File: config.mk
export PLATFORM = sky130hd
export DESIGN_NAME = puf_soc_ro_cmp_flat
export DESIGN_NICKNAME = d
export VERILOG_FILES = /design/src/rtl/puf_soc_ro_cmp_if.sv /design/src/rtl/puf_soc_ro_cmp.sv /design/src/flat_wrapper.sv
export SDC_FILE = /design/constraint.sdc
export NUM_CORES = 1
export LEC_CHECK = 0
export BUFFER_PORTS_ARGS = -buffer_cell sky130_fd_sc_hd__buf_2
export CORE_MARGIN = 2
export CORE_UTILIZATION = 40
export CTS_CLUSTER_DIAMETER = 150
export CTS_CLUSTER_SIZE = 24
export DETAILED_ROUTE_END_ITERATION = 10
export PLACE_DENSITY = 0.59
export SLEW_MARGIN = 20
export SYNTH_ARGS = -nofsm -noshare
export SYNTH_HDL_FRONTEND = slang
export SYNTH_SLANG_ARGS = --single-unit
File: constraint.sdc
create_clock -name i_clk -period 2.5 [get_ports i_clk]
set_input_delay 0.375 -clock i_clk [delete_from_list [all_inputs] [get_ports i_clk]]
set_output_delay 0.375 -clock i_clk [all_outputs]
set_load 0.05 [all_outputs]
File: src/rtl/puf_soc_ro_cmp_if.sv
// puf_soc_ro_cmp_if
//   Request/response bundle for the ring-oscillator PUF comparator.
//   master: the requester (drives start, selects, window, ready).
//   slave : the comparator (drives busy, valid, result and counts).
//   Signals:
//     i_start, i_sel_a, i_sel_b, i_win   - measurement request
//     o_busy                             - comparator not idle
//     o_valid, i_ready                   - result handshake
//     o_resp, o_tie, o_err               - result flags
//     o_cnt_a, o_cnt_b                   - final edge counts
interface puf_soc_ro_cmp_if #(
    parameter int N_RO  = 8,
    parameter int CNT_W = 16,
    parameter int WIN_W = 16
);
    localparam int SEL_W = $clog2(N_RO);

    logic             i_start;
    logic [SEL_W-1:0] i_sel_a;
    logic [SEL_W-1:0] i_sel_b;
    logic [WIN_W-1:0] i_win;
    logic             o_busy;
    logic             o_valid;
    logic             i_ready;
    logic             o_resp;
    logic             o_tie;
    logic             o_err;
    logic [CNT_W-1:0] o_cnt_a;
    logic [CNT_W-1:0] o_cnt_b;

    modport master (
        output i_start, i_sel_a, i_sel_b, i_win, i_ready,
        input  o_busy, o_valid, o_resp, o_tie, o_err, o_cnt_a, o_cnt_b
    );

    modport slave (
        input  i_start, i_sel_a, i_sel_b, i_win, i_ready,
        output o_busy, o_valid, o_resp, o_tie, o_err, o_cnt_a, o_cnt_b
    );
endinterface

File: src/rtl/puf_soc_ro_cmp.sv
// puf_soc_ro_cmp
//   Ring-oscillator PUF comparator. On a start request two oscillators of
//   the bank are enabled, allowed to settle, and their rising edges are
//   counted over a window of i_win clock cycles. The response bit is 1 when
//   RO A produced more edges than RO B.
//   Ports:
//     i_clk   - system clock, all state on rising edge
//     i_rst   - synchronous active-high reset
//     bus     - request/response bundle (slave side)
//     i_ro    - raw oscillator outputs, asynchronous to i_clk
//     o_ro_en - per-oscillator enable
//   The interface instance must use the same N_RO/CNT_W/WIN_W values.
module puf_soc_ro_cmp #(
    parameter int N_RO   = 8,
    parameter int CNT_W  = 16,
    parameter int WIN_W  = 16,
    parameter int SETTLE = 4
) (
    input  logic            i_clk,
    input  logic            i_rst,
    puf_soc_ro_cmp_if.slave bus,
    input  logic [N_RO-1:0] i_ro,
    output logic [N_RO-1:0] o_ro_en
);
    localparam int SEL_W = $clog2(N_RO);
    localparam int SET_W = $clog2(SETTLE + 1);
    localparam int TMR_W = (WIN_W > SET_W) ? WIN_W : SET_W;

    typedef enum logic [2:0] {
        ST_IDLE,
        ST_SETTLE,
        ST_COUNT,
        ST_DRAIN,
        ST_DONE
    } state_t;

    state_t           state;
    state_t           state_n;
    logic [SEL_W-1:0] sel_a;
    logic [SEL_W-1:0] sel_b;
    logic [WIN_W-1:0] win_len;
    logic [TMR_W-1:0] timer;
    logic [CNT_W-1:0] cnt_a;
    logic [CNT_W-1:0] cnt_b;
    logic             resp;
    logic             tie;
    logic             err;
    logic [2:0]       sync_a;
    logic [2:0]       sync_b;
    logic [N_RO-1:0]  ro_en;
    logic             accept;
    logic             illegal;
    logic             timer_zero;
    logic             rise_a;
    logic             rise_b;

    assign illegal = (bus.i_sel_a == bus.i_sel_b) ||
                     (bus.i_win == '0) ||
                     (int'(bus.i_sel_a) >= N_RO) ||
                     (int'(bus.i_sel_b) >= N_RO);

    assign timer_zero = (timer == '0);

    // sync[0], sync[1] form the synchronizer; sync[2] is the previous value.
    assign rise_a = sync_a[1] & ~sync_a[2];
    assign rise_b = sync_b[1] & ~sync_b[2];

    always_comb begin
        state_n = state;
        accept  = 1'b0;
        case (state)
            ST_IDLE: begin
                if (bus.i_start) begin
                    accept  = 1'b1;
                    state_n = illegal ? ST_DONE : ST_SETTLE;
                end
            end
            ST_SETTLE: if (timer_zero) state_n = ST_COUNT;
            ST_COUNT:  if (timer_zero) state_n = ST_DRAIN;
            ST_DRAIN:  if (timer_zero) state_n = ST_DONE;
            ST_DONE:   if (bus.i_ready) state_n = ST_IDLE;
            default:   state_n = ST_IDLE;
        endcase
    end

    always_ff @(posedge i_clk) begin
        if (i_rst) begin
            state <= ST_IDLE;
        end else begin
            state <= state_n;
        end
    end

    always_ff @(posedge i_clk) begin
        if (i_rst) begin
            sel_a   <= '0;
            sel_b   <= '0;
            win_len <= '0;
            timer   <= '0;
            cnt_a   <= '0;
            cnt_b   <= '0;
            resp    <= 1'b0;
            tie     <= 1'b0;
            err     <= 1'b0;
            sync_a  <= '0;
            sync_b  <= '0;
            ro_en   <= '0;
        end else begin
            // The selected oscillator is muxed ahead of the first flop; the
            // selection is static for the whole time the ROs are enabled.
            sync_a <= {sync_a[1:0], i_ro[sel_a]};
            sync_b <= {sync_b[1:0], i_ro[sel_b]};
            case (state)
                ST_IDLE: begin
                    if (accept) begin
                        sel_a   <= bus.i_sel_a;
                        sel_b   <= bus.i_sel_b;
                        win_len <= bus.i_win;
                        timer   <= TMR_W'(SETTLE - 1);
                        cnt_a   <= '0;
                        cnt_b   <= '0;
                        resp    <= 1'b0;
                        tie     <= 1'b0;
                        err     <= illegal;
                        if (!illegal) begin
                            ro_en <= (N_RO'(1) << bus.i_sel_a) |
                                     (N_RO'(1) << bus.i_sel_b);
                        end
                    end
                end
                ST_SETTLE: begin
                    if (timer_zero) begin
                        timer <= TMR_W'(win_len) - 1'b1;
                    end else begin
                        timer <= timer - 1'b1;
                    end
                end
                ST_COUNT: begin
                    if (rise_a && (cnt_a != '1)) begin
                        cnt_a <= cnt_a + 1'b1;
                    end
                    if (rise_b && (cnt_b != '1)) begin
                        cnt_b <= cnt_b + 1'b1;
                    end
                    if (timer_zero) begin
                        timer <= TMR_W'(1);
                    end else begin
                        timer <= timer - 1'b1;
                    end
                end
                ST_DRAIN: begin
                    if (timer_zero) begin
                        ro_en <= '0;
                        resp  <= (cnt_a > cnt_b);
                        tie   <= (cnt_a == cnt_b);
                    end else begin
                        timer <= timer - 1'b1;
                    end
                end
                default: ;
            endcase
        end
    end

    assign o_ro_en     = ro_en;
    assign bus.o_busy  = (state != ST_IDLE);
    assign bus.o_valid = (state == ST_DONE);
    assign bus.o_resp  = resp;
    assign bus.o_tie   = tie;
    assign bus.o_err   = err;
    assign bus.o_cnt_a = cnt_a;
    assign bus.o_cnt_b = cnt_b;
endmodule
File: src/flat_wrapper.sv
// flat-port wrapper written by rule: the top's interface ports become plain ports
module puf_soc_ro_cmp_flat 
#(
    parameter int N_RO   = 8,
    parameter int CNT_W  = 16,
    parameter int WIN_W  = 16,
    parameter int SETTLE = 4
)
  (i_clk, i_rst, i_ro, o_ro_en, bus_i_start, bus_i_sel_a, bus_i_sel_b, bus_i_win, bus_i_ready, bus_o_busy, bus_o_valid, bus_o_resp, bus_o_tie, bus_o_err, bus_o_cnt_a, bus_o_cnt_b);
  puf_soc_ro_cmp_if #(.N_RO(N_RO), .CNT_W(CNT_W), .WIN_W(WIN_W)) bus_i ();
  input  logic i_clk;
  input  logic i_rst;
  input  logic [N_RO-1:0] i_ro;
  output logic [N_RO-1:0] o_ro_en;
  input wire logic [$bits(bus_i.i_start)-1:0] bus_i_start;
  input wire logic [$bits(bus_i.i_sel_a)-1:0] bus_i_sel_a;
  input wire logic [$bits(bus_i.i_sel_b)-1:0] bus_i_sel_b;
  input wire logic [$bits(bus_i.i_win)-1:0] bus_i_win;
  input wire logic [$bits(bus_i.i_ready)-1:0] bus_i_ready;
  output wire logic [$bits(bus_i.o_busy)-1:0] bus_o_busy;
  output wire logic [$bits(bus_i.o_valid)-1:0] bus_o_valid;
  output wire logic [$bits(bus_i.o_resp)-1:0] bus_o_resp;
  output wire logic [$bits(bus_i.o_tie)-1:0] bus_o_tie;
  output wire logic [$bits(bus_i.o_err)-1:0] bus_o_err;
  output wire logic [$bits(bus_i.o_cnt_a)-1:0] bus_o_cnt_a;
  output wire logic [$bits(bus_i.o_cnt_b)-1:0] bus_o_cnt_b;
  assign bus_i.i_start = bus_i_start;
  assign bus_i.i_sel_a = bus_i_sel_a;
  assign bus_i.i_sel_b = bus_i_sel_b;
  assign bus_i.i_win = bus_i_win;
  assign bus_i.i_ready = bus_i_ready;
  assign bus_o_busy = bus_i.o_busy;
  assign bus_o_valid = bus_i.o_valid;
  assign bus_o_resp = bus_i.o_resp;
  assign bus_o_tie = bus_i.o_tie;
  assign bus_o_err = bus_i.o_err;
  assign bus_o_cnt_a = bus_i.o_cnt_a;
  assign bus_o_cnt_b = bus_i.o_cnt_b;
  puf_soc_ro_cmp #(.N_RO(N_RO), .CNT_W(CNT_W), .WIN_W(WIN_W), .SETTLE(SETTLE)) u_core (.i_clk(i_clk), .i_rst(i_rst), .bus(bus_i), .i_ro(i_ro), .o_ro_en(o_ro_en));
endmodule
After elaboration in Yosys (flattened, before gate mapping)
Cells that the tools add are included.

$lt $le $gt $ge: 3. Bitwise operators: 5. Reduce and logical (&&, ||, !) cells: 17. $add $sub $neg: 4. Multiplexer cells: 32. Equality and inequality tests: 18. Shift operators: 2.

Operators with widths (count): $mux W16 (7); $pmux W16 S2 (2); $pmux W16 S4 (1); $add A16 B1 Y16 const B (2); $logic_not A16 Y1 (2); $ne A16 B16 Y1 const B (2); $sub A16 B1 Y16 const B (2); $mux W8 (3); $mux W3 (6); $eq A16 B16 Y1 (1); $gt A16 B16 Y1 (1); $pmux W8 S2 (1); $shl A1 B3 Y8 const A (2); $pmux W3 S5 (1); $ne A2 B1 Y1 const B (6); $reduce_and A3 Y1 (4); $lt A3 B4 Y1 const B (2); $ne A2 B2 Y1 const B (4); $or A8 B8 Y8 (1); $mux W1 (7); $bmux W1 S3 (2); $eq A3 B2 Y1 const B (2); $reduce_and A5 Y1 (1); $pmux W1 S2 (2); 13 further kinds (17).

Register bits after elaboration: 90. Input port bits: 34. Logic and storage cells: 94. Output and inout port bits: 45.

Depth between registers and ports, before layout
Word-level depth: 5. Depth in mapped cells: 10.

Worst setup path before layout
No wires, ideal clock.

Kind: flip-flop to flip-flop. Start point: register u_core.cnt_a[2], in the netlist u_core.bus.o_cnt_a[2]. End point: register u_core.cnt_a[7], in the netlist u_core.bus.o_cnt_a[7]. Stages on the path, launching flop included: 8. Buffers on the path: 1. Clock period less this slack: 2.386 ns. Path slack: 0.114 ns. Data arrival time: 2.259 ns. Path through: dfxtp_1 -> nand4_1 -> nor4_1 -> o21a_1 -> clkbuf_1 -> nor3_1 -> xnor2_1 -> nor2_1.

Word-level cells in the longest chain between the ends: 4. Elaborated cells on any way between the ends: 7. Those cells by class: add/sub (1); eq/ne (2); mux (2); reduce/logical (2).

RTL lines: start: declaration (RTL line puf_soc_ro_cmp.sv:43) `logic [CNT_W-1:0] cnt_a;`; start signal: assignment (RTL line puf_soc_ro_cmp.sv:140) `cnt_a <= cnt_a + 1'b1;`; parallel branches: the longest is 4 deep, another holds $add A16 B1 Y16.

Parallel ways; which one is timed is not known. The select of a mux whose other input is x is not followed. A chain may end at the register's enable or synchronous reset.

Worst setup path in the final report
Start point: register u_core.timer[0]. End point: register u_core.timer[0].

Word-level cells in the longest chain between the ends: 3. Elaborated cells on any way between the ends: 8. Those cells by class: add/sub (1); eq/ne (1); mux (4); reduce/logical (2).

RTL lines: start: declaration (RTL line puf_soc_ro_cmp.sv:42) `logic [TMR_W-1:0] timer;`; start signal: assignment (RTL line puf_soc_ro_cmp.sv:119) `timer <= TMR_W'(SETTLE - 1);`; start signal: assignment (RTL line puf_soc_ro_cmp.sv:133) `timer <= TMR_W'(win_len) - 1'b1;`; start signal: assignment (RTL line puf_soc_ro_cmp.sv:135) `timer <= timer - 1'b1;`; $sub A16 B1 Y16 or $logic_not A16 Y1 (tied branches); $mux W16 (tied with other cells) (RTL line puf_soc_ro_cmp.sv:152) `if (timer_zero) begin`; $pmux W16 S4 or $reduce_and A3 Y1 (tied branches).

Several ways; a longest one is shown, not always the timed one. The select of a mux whose other input is x is not followed.

==> reports/summary.md <==
The run finished with clean final reports. The tools report the total half-perimeter wirelength after legalization and detailed placement as 9970 um. The portion of synthesized cell area occupied by the leading cell type is 35.8%. During synthesis, Yosys emitted a total of 0 warnings. For the first-pass iteration count of the detailed router, the log shows 5. The layout filler cell count came out at 1,210. Setup violations remaining at the end of the flow were counted as 0.

In the synthesized netlist, mux cells make up 2.39% of the area. The run gives 79 as the count of pins on the block boundary. The clock-pin slew of the registers on the worst-case setup and hold paths was 0.07 ns; the count of nets left with antenna violations after detail routing was 0. Dividing the final minimum period by the clock period gives 91.7%. The startpoint identified for the worst hold timing path is bus_i_win[6]. The number of enable-type register cells in the synthesized netlist was 0; the fraction of the yosys area taken by sequential cells was 35.8%. Setup repair after global routing left no endpoint under its margin.

In the final routed layout, each cell accounts on average for 14.8 um. The synthesized design spends more area on one cell type than any other, namely sky130_fd_sc_hd__dfxtp_1. A synthesized cell averages 7.73 um2. Clock latency on the worst-skew pair, taken at its later pin, is 0.35 ns.

Setup slack on the worst reg-to-reg path comes out at 0.21 ns. For this run, the total global-route usage over all layers was measured as 20.1%. After the first detailed-routing iteration, the DRC count stood at 368. The routability-driven placement congestion ratio is 0.867. Traced cell by cell, the critical path runs through inv_1 -> ha_1 -> or4b_1 -> buf_4 -> nor3_1 -> and3_1 -> nand4_1 -> a21oi_1 -> a211oi_1. The clock passes through at most 2 buffers. Synthesis produced a netlist with a net count of 705. Number of pins with negative max-slew slack in the final report: 0. Of all flip-flops after synthesis, the portion carrying an async set or reset was 0%.

TritonCTS built the clock tree. In this run the static leakage power is 2.39 nW. In this run the tool buffered the top-level ports with 78 buffer cells. The number of vias after detailed routing is 4,850. The worst-path maximum fanout is 6, and the setup TNS is 0 ns.

The share of layout cells above drive strength 1 was 17.6%; the overall overflow remaining after global route was 0. The H-tree depth was 3; the area after detailed placement was 0.00565 mm2. By count the netlist is led by 90 x sky130_fd_sc_hd__dfxtp_1, 83 x sky130_fd_sc_hd__nand2_1, 70 x sky130_fd_sc_hd__nor2_1, 55 x sky130_fd_sc_hd__a21oi_1. The tool flagged a number of max-cap violations equal to 0.

For this run, the slowest stage of the critical path takes 0.47 ns. The sink count of the clock tree is 90, and the final wirelength is 13,300 um. Most frequent cell after synthesis: sky130_fd_sc_hd__dfxtp_1.

The slowest cell on the critical path was sky130_fd_sc_hd__or4b_1. In the synthesized netlist the dominant register cell turns out to be sky130_fd_sc_hd__dfxtp_1. The cell sitting at the root of the clock tree is a sky130_fd_sc_hd__clkbuf_16.

The total setup buffers inserted after CTS was 0. In this run the worst setup path begins at u_core.timer[0]. The die covers 0.0135 mm2.

For this run, the top clock speed supported by timing is 0.436 GHz. Entering global routing, the biggest net connects 37 pins. The tools report the final setup skew as 0.00802 ns. The effective utilization at floorplan was 41.4%. The number of failing hold endpoints at the final stage is 0, and the layout overhead on the synthesized area is 18.7%. Gates resized during post-CTS repair numbered 0. The worst register-to-register path begins at u_core.timer[0]. For the placeable core area, the log shows 0.0122 mm2. For the site row count, the log shows 40. The power density relative to cell area was 1040 mW/mm2; the compound-gate portion of the synthesized area was 14.4%. The synthesized netlist devotes 29.5% of its cell area to simple gates. After Yosys synthesis, full adders, half adders and majority gates account for 4.97% of the synthesized area. On the final layout, the worst hold slack is 0.267 ns.

The run gives 53 as the distinct cell type count after synthesis. Ranked by total cell area, the synthesized netlist is headed by sky130_fd_sc_hd__dfxtp_1 36%, sky130_fd_sc_hd__nand2_1 6.2%, sky130_fd_sc_hd__a21oi_1 5.5%. For the number of global-route vias before repair, the log shows 4,458. The minimum clock period after layout works out to 2.29 ns. The number of antenna violations at the first check in global routing was 0. The transition time at the pin with the least slew margin works out to 0.687 ns.

Counting flops and latches in the post-synthesis netlist gives 90. Measured against its own limit, the worst slew margin works out to 54.2%. The net count of the finished layout is 780. The min-delay analysis places its worst path in the category input pin to flip-flop.

The first global-routing pass estimated 21,700 um of wire. With fillers left out, the area of the finished cells amounts to 0.00597 mm2. The critical setup path kind was flip-flop to flip-flop.

The main combinational cell family by area after synthesis is simple AND/OR/NAND/NOR gates. At the worst endpoint, the required time is 2.71 ns. The worst setup path is captured at a flip-flop. The number of vias per cell was 5.39; the cts-stage hold buffer count was 0. The die boundary width was 116 um; the maximum vdd ir drop was 0.543 mV. In the routed design, unresolved DRC markers number 0.

The finished layout holds 900 standard cells, fillers aside. STA classifies the critical path startpoint as a flip-flop. Summing the areas of all xor and xnor instances in the mapped netlist gives 8.01% of the synthesized area. Including well taps, the total number of placed cells is 883.

The area of all sequential standard cells came out at 0.00180 mm2. The area taken by multi-input logic gates was 0.00299 mm2. Synthesis handed over a netlist of 651 instances. Data on the critical path arrives at its endpoint at 2.50 ns.

The synthesized netlist occupies a cell area of 0.00503 mm2. The die is 116 um tall. The number of buffers added by the clock tree synthesis step came out at 9.
## worst max-delay path, delay by kind of cell (launching register included)
family / cells / cell delay (ns)
and+or+nand+nor: 4 / 1.12
buffers and inverters: 2 / 0.26
AOI/OAI and AO/OA: 2 / 0.24
DFF: 1 / 0.34
adders and majority gates: 1 / 0.19
## flip-flops by register name (all words and copies together), names as in the netlist
name	count
u_core.sel_b	3
u_core.sync_b	3
u_core.state	3
u_core.bus.o_tie	1
u_core.win_len	16
u_core.bus.o_err	1
u_core.bus.o_resp	1
u_core.sync_a	3
u_core.bus.o_cnt_a	16
u_core.timer	16
u_core.o_ro_en	8
u_core.sel_a	3
u_core.bus.o_cnt_b	16
## per-stage QoR
stage / worst slack (ns) / util (%) / total power [mW]
6_report: 0.207 / 49.1 / 6.21
5_1_grt: 0.0257 / 49.1 / 6.66
4_1_cts: 0.0829 / 49.0 / 6.20
3_5_place_dp: 0.106 / 46.5 / 4.76
3_3_place_gp: 0.200 / 46.5 / 4.73
2_1_floorplan: 0.114 / - / 3.92
## power breakdown
group | internal (mW) | switching (mW) | leakage (nW)
registers | 1.66 | 0.258 | 0.732
clock network | 0.794 | 0.627 | 0.153
logic | 1.12 | 1.76 | 1.51
## logic make-up (layout without fill, tap and decap cells)
logic type               after synthesis  count (layout)
AND/OR/NAND/NOR                      300             300
AO/OA/AOI/OAI                        124             124
flip-flops                            90              90
buffers and inverters                 64             144
XOR/XNOR                              46              46
adder cells (fa/ha/maj)               20              20
multiplexers                           7               7
other                                  0               1
## cells in the final DEF (no fill, tap or decap), types with 3 or more instances in the layout
master	n
sky130_fd_sc_hd__a211oi_1	3
sky130_fd_sc_hd__xnor2_1	29
sky130_fd_sc_hd__nor3_1	25
sky130_fd_sc_hd__nand3b_1	5
sky130_fd_sc_hd__nand2_1	83
sky130_fd_sc_hd__nand4b_1	5
sky130_fd_sc_hd__nand3_1	31
sky130_fd_sc_hd__a31oi_1	5
sky130_fd_sc_hd__nor3b_1	10
sky130_fd_sc_hd__o31ai_1	5
sky130_fd_sc_hd__buf_2	78
sky130_fd_sc_hd__clkinv_4	3
sky130_fd_sc_hd__clkbuf_16	9
sky130_fd_sc_hd__or2_2	5
sky130_fd_sc_hd__o21ai_0	30
sky130_fd_sc_hd__buf_4	21
sky130_fd_sc_hd__ha_1	20
sky130_fd_sc_hd__and3_1	5
sky130_fd_sc_hd__and2_1	3
sky130_fd_sc_hd__or3_1	4
sky130_fd_sc_hd__a221oi_1	4
sky130_fd_sc_hd__inv_1	29
sky130_fd_sc_hd__nand2b_1	5
sky130_fd_sc_hd__xor2_1	17
sky130_fd_sc_hd__nand4_1	15
sky130_fd_sc_hd__nor2b_1	7
sky130_fd_sc_hd__mux4_2	4
sky130_fd_sc_hd__a21oi_1	54
sky130_fd_sc_hd__nor4_1	17
sky130_fd_sc_hd__dfxtp_1	90
sky130_fd_sc_hd__mux2i_1	3
sky130_fd_sc_hd__nor2_1	69
sky130_fd_sc_hd__a21o_1	3
## cell type report
class	count	area share, %
Inverter	29	1.82
Multi-Input combinational cell	497	50.1
Clock inverter	7	1.42
Sequential cell	90	30.2
Tap cell	168	3.52
Antenna cell	1	0.0419
Clock buffer	9	3.77
Timing Repair Buffer	99	9.17
## metal layers
metal	GRT usage, %	routed length [um]
met4	8.65	308
met3	3.94	792
met1	27.3	6340
met2	31.4	5870
met5	0	0
## final timing paths
kind	end	depth (start not counted)
max	u_core.timer[0]	9
min	u_core.win_len[6]	3
max reg2reg	u_core.timer[0]	9
min reg2reg	u_core.sync_b[1]	1
Note: power is estimated with default switching activity, not from simulation.
